===== config.mk =====
export PLATFORM = sky130hd
export DESIGN_NAME = wb_load_unit
export DESIGN_NICKNAME = d
export VERILOG_FILES = /design/src/rtl/wb_pkg.sv /design/src/rtl/load_extend.sv /design/src/rtl/wb_load_unit.sv
export SDC_FILE = /design/constraint.sdc
export NUM_CORES = 1
export LEC_CHECK = 0
export ABC_AREA = 1
export CORE_ASPECT_RATIO = 1.5
export CORE_MARGIN = 2
export CORE_UTILIZATION = 38
export CTS_CLUSTER_DIAMETER = 50
export DETAILED_ROUTE_END_ITERATION = 8
export DONT_BUFFER_PORTS = 1
export REMOVE_ABC_BUFFERS = 1
export SETUP_SLACK_MARGIN = 0.3
export SLEW_MARGIN = 10
export SYNTH_ARGS = -nofsm -noshare
export SYNTH_HDL_FRONTEND = slang
export SYNTH_SLANG_ARGS = --single-unit

===== constraint.sdc =====
create_clock -name CLK -period 1.5 [get_ports CLK]
set_input_delay 0.225 -clock CLK [delete_from_list [all_inputs] [get_ports CLK]]
set_output_delay 0.225 -clock CLK [all_outputs]
set_load 0.02 [all_outputs]

===== src/rtl/wb_pkg.sv =====
// wb_pkg: shared encodings for the write-back / load stage.
//   - RESULTSRC encodings (ALU, load, PC+4; 2'b11 is reserved and writes nothing)
//   - load funct3 codes
//   - write-back FSM state encoding
//   - load_legal(): funct3 legality and natural-alignment check
package wb_pkg;

  localparam logic [1:0] RS_ALU  = 2'b00;
  localparam logic [1:0] RS_LOAD = 2'b01;
  localparam logic [1:0] RS_PC4  = 2'b10;

  localparam logic [2:0] F3_LB  = 3'b000;
  localparam logic [2:0] F3_LH  = 3'b001;
  localparam logic [2:0] F3_LW  = 3'b010;
  localparam logic [2:0] F3_LBU = 3'b100;
  localparam logic [2:0] F3_LHU = 3'b101;

  typedef enum logic [1:0] {
    ST_IDLE     = 2'd0,
    ST_WAIT_MEM = 2'd1,
    ST_WRITE    = 2'd2
  } wb_state_e;

  // A load is issued only when funct3 names a real load and the
  // byte address is naturally aligned for that access size.
  function automatic logic load_legal(input logic [2:0] f3, input logic [1:0] lo);
    case (f3)
      F3_LB, F3_LBU: load_legal = 1'b1;
      F3_LH, F3_LHU: load_legal = ~lo[0];
      F3_LW:         load_legal = (lo == 2'b00);
      default:       load_legal = 1'b0;
    endcase
  endfunction

endpackage


===== src/rtl/load_extend.sv =====
// load_extend: selects the byte/half lane from a 32-bit read word and
// sign- or zero-extends it according to the load funct3.
//   funct3  - load type
//   addr_lo - byte offset within the word (byte lane = addr_lo, half lane = addr_lo[1])
//   word    - raw word from memory
//   result  - extended value for write-back
module load_extend
  import wb_pkg::*;
(
  input  logic [2:0]  funct3,
  input  logic [1:0]  addr_lo,
  input  logic [31:0] word,
  output logic [31:0] result
);

  logic [7:0]  byte_sel;
  logic [15:0] half_sel;

  always_comb begin
    case (addr_lo)
      2'd0:    byte_sel = word[7:0];
      2'd1:    byte_sel = word[15:8];
      2'd2:    byte_sel = word[23:16];
      default: byte_sel = word[31:24];
    endcase
    half_sel = addr_lo[1] ? word[31:16] : word[15:0];

    case (funct3)
      F3_LB:   result = {{24{byte_sel[7]}}, byte_sel};
      F3_LH:   result = {{16{half_sel[15]}}, half_sel};
      F3_LBU:  result = {24'd0, byte_sel};
      F3_LHU:  result = {16'd0, half_sel};
      default: result = word;
    endcase
  end

endmodule


===== src/rtl/wb_load_unit.sv =====
// wb_load_unit: write-back stage and sole driver of the register-file
// write port. ALU / PC+4 results are registered for one cycle; loads are
// serialised through a req/ack data-memory port, then lane-selected and
// extended before write-back.
//   CLK, RST_N          - clock, async active-low reset
//   EX_*                - retiring instruction from execute (valid/ready)
//   MEM_REQ/ADDR/ACK/RDATA - word-aligned read port, multi-cycle
//   WE3, A3, WD3        - register-file write port
//   MISALIGN            - one-cycle pulse when a load is dropped
module wb_load_unit
  import wb_pkg::*;
#(
  parameter int XLEN      = 32,
  parameter int REGADDR_W = 5
) (
  input  logic                 CLK,
  input  logic                 RST_N,
  input  logic                 EX_VALID,
  output logic                 EX_READY,
  input  logic                 EX_REGWRITE,
  input  logic [REGADDR_W-1:0] EX_RD,
  input  logic [1:0]           EX_RESULTSRC,
  input  logic [2:0]           EX_FUNCT3,
  input  logic [XLEN-1:0]      EX_ALURESULT,
  input  logic [XLEN-1:0]      EX_PCPLUS4,
  output logic                 MEM_REQ,
  output logic [XLEN-1:0]      MEM_ADDR,
  input  logic                 MEM_ACK,
  input  logic [XLEN-1:0]      MEM_RDATA,
  output logic                 WE3,
  output logic [REGADDR_W-1:0] A3,
  output logic [XLEN-1:0]      WD3,
  output logic                 MISALIGN
);

  wb_state_e            state_q, state_d;
  logic                 req_q, req_d;
  logic [XLEN-1:0]      addr_q, addr_d;
  logic [REGADDR_W-1:0] rd_q, rd_d;
  logic [2:0]           f3_q, f3_d;
  logic [1:0]           lo_q, lo_d;
  logic                 rw_q, rw_d;
  logic                 we3_q, we3_d;
  logic [REGADDR_W-1:0] a3_q, a3_d;
  logic [XLEN-1:0]      wd3_q, wd3_d;
  logic                 mis_q, mis_d;
  logic [XLEN-1:0]      ext_data;
  logic                 accept;
  logic                 nl_we;

  load_extend u_ext (
    .funct3 (f3_q),
    .addr_lo(lo_q),
    .word   (MEM_RDATA),
    .result (ext_data)
  );

  assign EX_READY = (state_q != ST_WAIT_MEM);
  assign accept   = EX_VALID & EX_READY;
  assign nl_we    = EX_REGWRITE & (EX_RD != '0);

  always_comb begin
    state_d = state_q;
    req_d   = req_q;
    addr_d  = addr_q;
    rd_d    = rd_q;
    f3_d    = f3_q;
    lo_d    = lo_q;
    rw_d    = rw_q;
    we3_d   = 1'b0;
    a3_d    = a3_q;
    wd3_d   = wd3_q;
    mis_d   = 1'b0;

    if (state_q == ST_WAIT_MEM) begin
      // Request and address hold until the ack edge.
      if (MEM_ACK) begin
        req_d   = 1'b0;
        we3_d   = rw_q & (rd_q != '0);
        a3_d    = rd_q;
        wd3_d   = ext_data;
        state_d = ST_WRITE;
      end
    end else begin
      // IDLE and WRITE both accept; WRITE only lasts one cycle.
      state_d = ST_IDLE;
      if (accept) begin
        case (EX_RESULTSRC)
          RS_ALU, RS_PC4: begin
            we3_d   = nl_we;
            a3_d    = EX_RD;
            wd3_d   = (EX_RESULTSRC == RS_PC4) ? EX_PCPLUS4 : EX_ALURESULT;
            state_d = nl_we ? ST_WRITE : ST_IDLE;
          end
          RS_LOAD: begin
            if (load_legal(EX_FUNCT3, EX_ALURESULT[1:0])) begin
              req_d   = 1'b1;
              addr_d  = {EX_ALURESULT[XLEN-1:2], 2'b00};
              rd_d    = EX_RD;
              f3_d    = EX_FUNCT3;
              lo_d    = EX_ALURESULT[1:0];
              rw_d    = EX_REGWRITE;
              state_d = ST_WAIT_MEM;
            end else begin
              mis_d = 1'b1;
            end
          end
          default: ;  // reserved source: retire silently
        endcase
      end
    end
  end

  always_ff @(posedge CLK or negedge RST_N) begin
    if (!RST_N) begin
      state_q <= ST_IDLE;
      req_q   <= 1'b0;
      addr_q  <= '0;
      rd_q    <= '0;
      f3_q    <= '0;
      lo_q    <= '0;
      rw_q    <= 1'b0;
      we3_q   <= 1'b0;
      a3_q    <= '0;
      wd3_q   <= '0;
      mis_q   <= 1'b0;
    end else begin
      state_q <= state_d;
      req_q   <= req_d;
      addr_q  <= addr_d;
      rd_q    <= rd_d;
      f3_q    <= f3_d;
      lo_q    <= lo_d;
      rw_q    <= rw_d;
      we3_q   <= we3_d;
      a3_q    <= a3_d;
      wd3_q   <= wd3_d;
      mis_q   <= mis_d;
    end
  end

  assign MEM_REQ  = req_q;
  assign MEM_ADDR = addr_q;
  assign WE3      = we3_q;
  assign A3       = a3_q;
  assign WD3      = wd3_q;
  assign MISALIGN = mis_q;

endmodule


==> results.md <==
- In this run the tool buffered the top-level ports with 0 buffer cells.
- The final max-slew violation count was 0.
- After synthesis, the netlist uses 28 different library cells.
- The routed wirelength normalized by instance count is 18.7 um.
- The total number of vias is 4319.
- The signal on the critical path passes through nand2_4, nand2_4, o21ai_4, buf_4, clkbuf_16, nor2_1, a31oi_1.
- Summing all non-filler instances in the final layout gives an area of around 0.0058 sq mm.
- The congestion estimate from routability-driven global placement came to 0.829.
- Among all flip-flop cells after synthesis, the most frequent one is sky130_fd_sc_hd__dfrtp_1.
- On the worst path, the slowest cell contributes a delay of about 0.40 ns.
- The flow ran to the end, but the final reports show violations.
- The final-report setup violation count is 0.
- The post-layout instance count excluding filler cells is between 800 and 900.
- In this run the worst path has a maximum fanout of 18.
- Of the available clock period, the critical path in the final layout requires between 90% and 100%.
- The number of sinks driven by the clock tree is a little over 80.
- The post-detailed-placement half-perimeter wirelength is around 9.7 mm.
- The most repeated cell in the gate-level netlist after synthesis is sky130_fd_sc_hd__nand2_1.
- The share of synthesized flip-flops with an asynchronous set or reset is between 90% and 100%.
- The overall die height is 139 um.
- For this configuration, the core starts out at a cell density of between 30% and 40%.
- The clock skew is between 0.005 and 0.006 ns.
- The layout cell share with drive strength beyond 1 is a little under a fifth.
- After detailed routing, the total wire length is 15.3 mm.
- Setup repair after global routing could not meet its margin everywhere.
- Summed over its instances, the top area cell type makes up between 40% and 50% of the synthesized netlist area.
- The most numerous cell type found on the critical path is sky130_fd_sc_hd__nand2_4.
- The number of antenna repair diodes is 0.
- The overall power consumption is ~0.0084 W.
- The H-tree was split into 3 levels.
- Measured along the x axis, the die boundary spans 94.0 um.
- The instance count of the mapped netlist is roughly 650.
- The final critical-path required period is between 1 and 1.5 ns.
- The instance area after placement is 0.00480 sq mm.
- The worst setup path is captured at a flop.
- The fraction of the yosys area taken by sequential cells is 45.0%.
- The detail route stage leaves a number of antenna-violating nets equal to 0.
- TritonCTS built the clock tree.
- The core footprint is around 0.012 sq mm.
- For this design, the CTS-stage hold fixing added 2 buffers.
- By area the synthesized netlist is led by sky130_fd_sc_hd__dfrtp_1 (45%), sky130_fd_sc_hd__nand2_1 (16%), sky130_fd_sc_hd__a21oi_1 (7.0%).
- The final reports fail on negative hold slack.
- Row generation in the floorplan step produced 49 rows.
- The number of placed instances with taps included is between 700 and 800.
- On the critical path, the stage with the largest delay is an instance of sky130_fd_sc_hd__dfrtp_1.
- The number of CTS-inserted buffers is 9.
- Across every metal layer, demand over resource in global routing totals between 20% and 30%.
- The cell family with the largest share of critical-path delay is flip-flops.
- Compared with the post-synthesis result, the final layout area differs by 26.6%.
- The cell area that synthesis handed to floorplanning was roughly 0.0046 sq mm.
- The clock-pin slew reported for the worst setup and hold paths after clock tree synthesis is around 0.060 ns.
- After the first detailed-routing iteration, the DRC count stood at about 310.
- Entering global routing, the biggest net connects 84 pins.
- The number of antenna violations at the first check in global routing is 0.
- The buffer type at the clock tree root is sky130_fd_sc_hd__clkbuf_16.
- The mean area per synthesized cell is a little over 7 sq um.
- The worst IR drop on VDD is between 0.5 and 0.6 mV.
- The worst setup path is launched from a flop.
- The standby leakage power is just under 3 nW.
- Counting both buffers and inverters, the worst setup path holds a total of 2.
- between 150 and 200 I/O pins were placed.
- The wire length of the first global-routing pass is roughly 23 mm.
- Data on the critical path is required at its endpoint by 1.76 ns.
- The die covers around 0.013 sq mm.
- Yosys printed 0 warnings.
- The count of unresolved DRC violations after routing is 0.
- The buffer depth of the longest clock path is 2.
- The data arrival time of the critical path is between 1.5 and 2 ns.
- The type of the worst setup path is flop to flop.
- The total of max-cap violations is 0.
- The timing-limited maximum frequency is 694 MHz.
- The number of endpoints with negative hold slack in the final report was just over 80.
- For this run, the post-layout net count is 776.
- The number of enable flip-flop cells after synthesis is 0.
- The filler cells instantiated in the layout total 1162.
- The count of state elements after synthesis is 83.
- The commonest cells after synthesis are sky130_fd_sc_hd__nand2_1 (195), sky130_fd_sc_hd__dfrtp_1 (83), sky130_fd_sc_hd__inv_1 (73), sky130_fd_sc_hd__a21oi_1 (65), sky130_fd_sc_hd__o21ai_0 (65).
- The clock insertion delay at the later pin of the skew report is about 0.34 ns.
- Hold timing on the final database bottoms out at a slack of -0.425 ns.
- The largest area contributor in the synthesized netlist is sky130_fd_sc_hd__dfrtp_1.
- The power density normalized to cell area is about 1400 mW/mm^2.
- The first detailed-routing pass ran for 5 iterations.
- The total overflow reported by the global router is 0.
- The ratio of routed vias to standard cells is roughly 5.3.
- The worst min-delay path category is primary input to async pin.
- The number of global-route vias before repair is between 4000 and 5000.
## path summary, 6_finish.rpt
path / endpoint / from / slack [ns] / depth (start not counted)
worst max-delay path: A3[1] / state_q[0] / 0.06 / 7
worst min-delay path: rd_q[4] / RST_N / -0.42 / 0
worst max register to register: A3[1] / state_q[0] / 0.06 / 7
worst min register to register: rw_q / rw_q / 0.51 / 2
max in group asynchronous: f3_q[1] / RST_N / 1.80 / 0
min in group CLK: rd_q[1] / EX_RD[1] / 0.01 / 2
## power by group
| group | internal (W) | total, W | switching, W |
|---|---|---|---|
| clock | 0.00171 | 0.00261 | 0.000902 |
| sequential | 0.00273 | 0.00366 | 0.000932 |
| combinational | 0.000921 | 0.00210 | 0.00118 |
## registers in the layout, indices dropped and copies added, names as in the netlist
register / flops
lo_q: 2
rw_q: 1
rd_q: 5
f3_q: 3
MEM_REQ: 1
MISALIGN: 1
WE3: 1
state_q: 2
A3: 5
WD3: 32
MEM_ADDR: 30
## metrics by stage
step           hold slack, ns  worst slack [ns]  TNS (ns)  util (%)
6_report               -0.425            0.0598         0      48.9
4_1_cts                -0.433             0.130         0      46.8
2_1_floorplan         -0.0706             -1.82    -92.04         -
5_1_grt                -0.439            0.0323         0      48.9
3_5_place_dp          -0.0681           0.00256         0      40.2
3_3_place_gp          -0.0675         0.0000147         0      40.2
## kinds of logic after synthesis
group                  Yosys count  synth area share (%)
buffers and inverters          121                  11.6
other                            1                0.0812
and+or+nand+nor                270                  24.1
AOI/OAI and AO/OA              174                  19.3
DFF                             83                  45.0
## timing repair
item	CTS	global route
setup endpoints to repair	82	82
setup buffers	9	3
resized for setup	67	35
gates cloned	6	5
endpoints found under the hold margin	85	83
pin swaps	4	20
## cell usage in the layout, fill, tap and decap left out, drive strengths merged
cell type / netlist / routed
buf: 29 / 38
o211ai: 1 / 1
nor4: 1 / 1
nor3b: 1 / 1
nand2: 199 / 199
a31oi: 5 / 5
clkinvlp: 0 / 1
o21ai: 103 / 103
conb: 1 / 2
a21oi: 65 / 65
nor2: 22 / 22
bufinv: 0 / 3
nand4: 3 / 3
nor3: 4 / 4
or2: 3 / 3
dlygate4sd3: 0 / 2
clkinv: 1 / 1
dfrtp: 83 / 83
inv: 77 / 79
clkbuf: 14 / 16
nand3: 37 / 37
## layer usage
layer	track usage (%)	vias up	routed length (um)
met4	7.48	0	387
met2	38.5	176	7970
met3	7.93	31	1260
li1	-	2103	-
met1	25.6	2009	5720
met5	0	-	0
## area by class of cell
class	count	area (sq um)	share of cell area, %
timing repair buffer	45	674	11.5
sequential	83	2080	35.6
clock buffer	11	253	4.32
clock inverter	4	97.6	1.67
inverter	78	308	5.26
timing repair inverter	2	27.5	0.471
tap	153	191	3.27
multi-input combinational	446	2220	37.9
(Power assumes the default switching activity.)
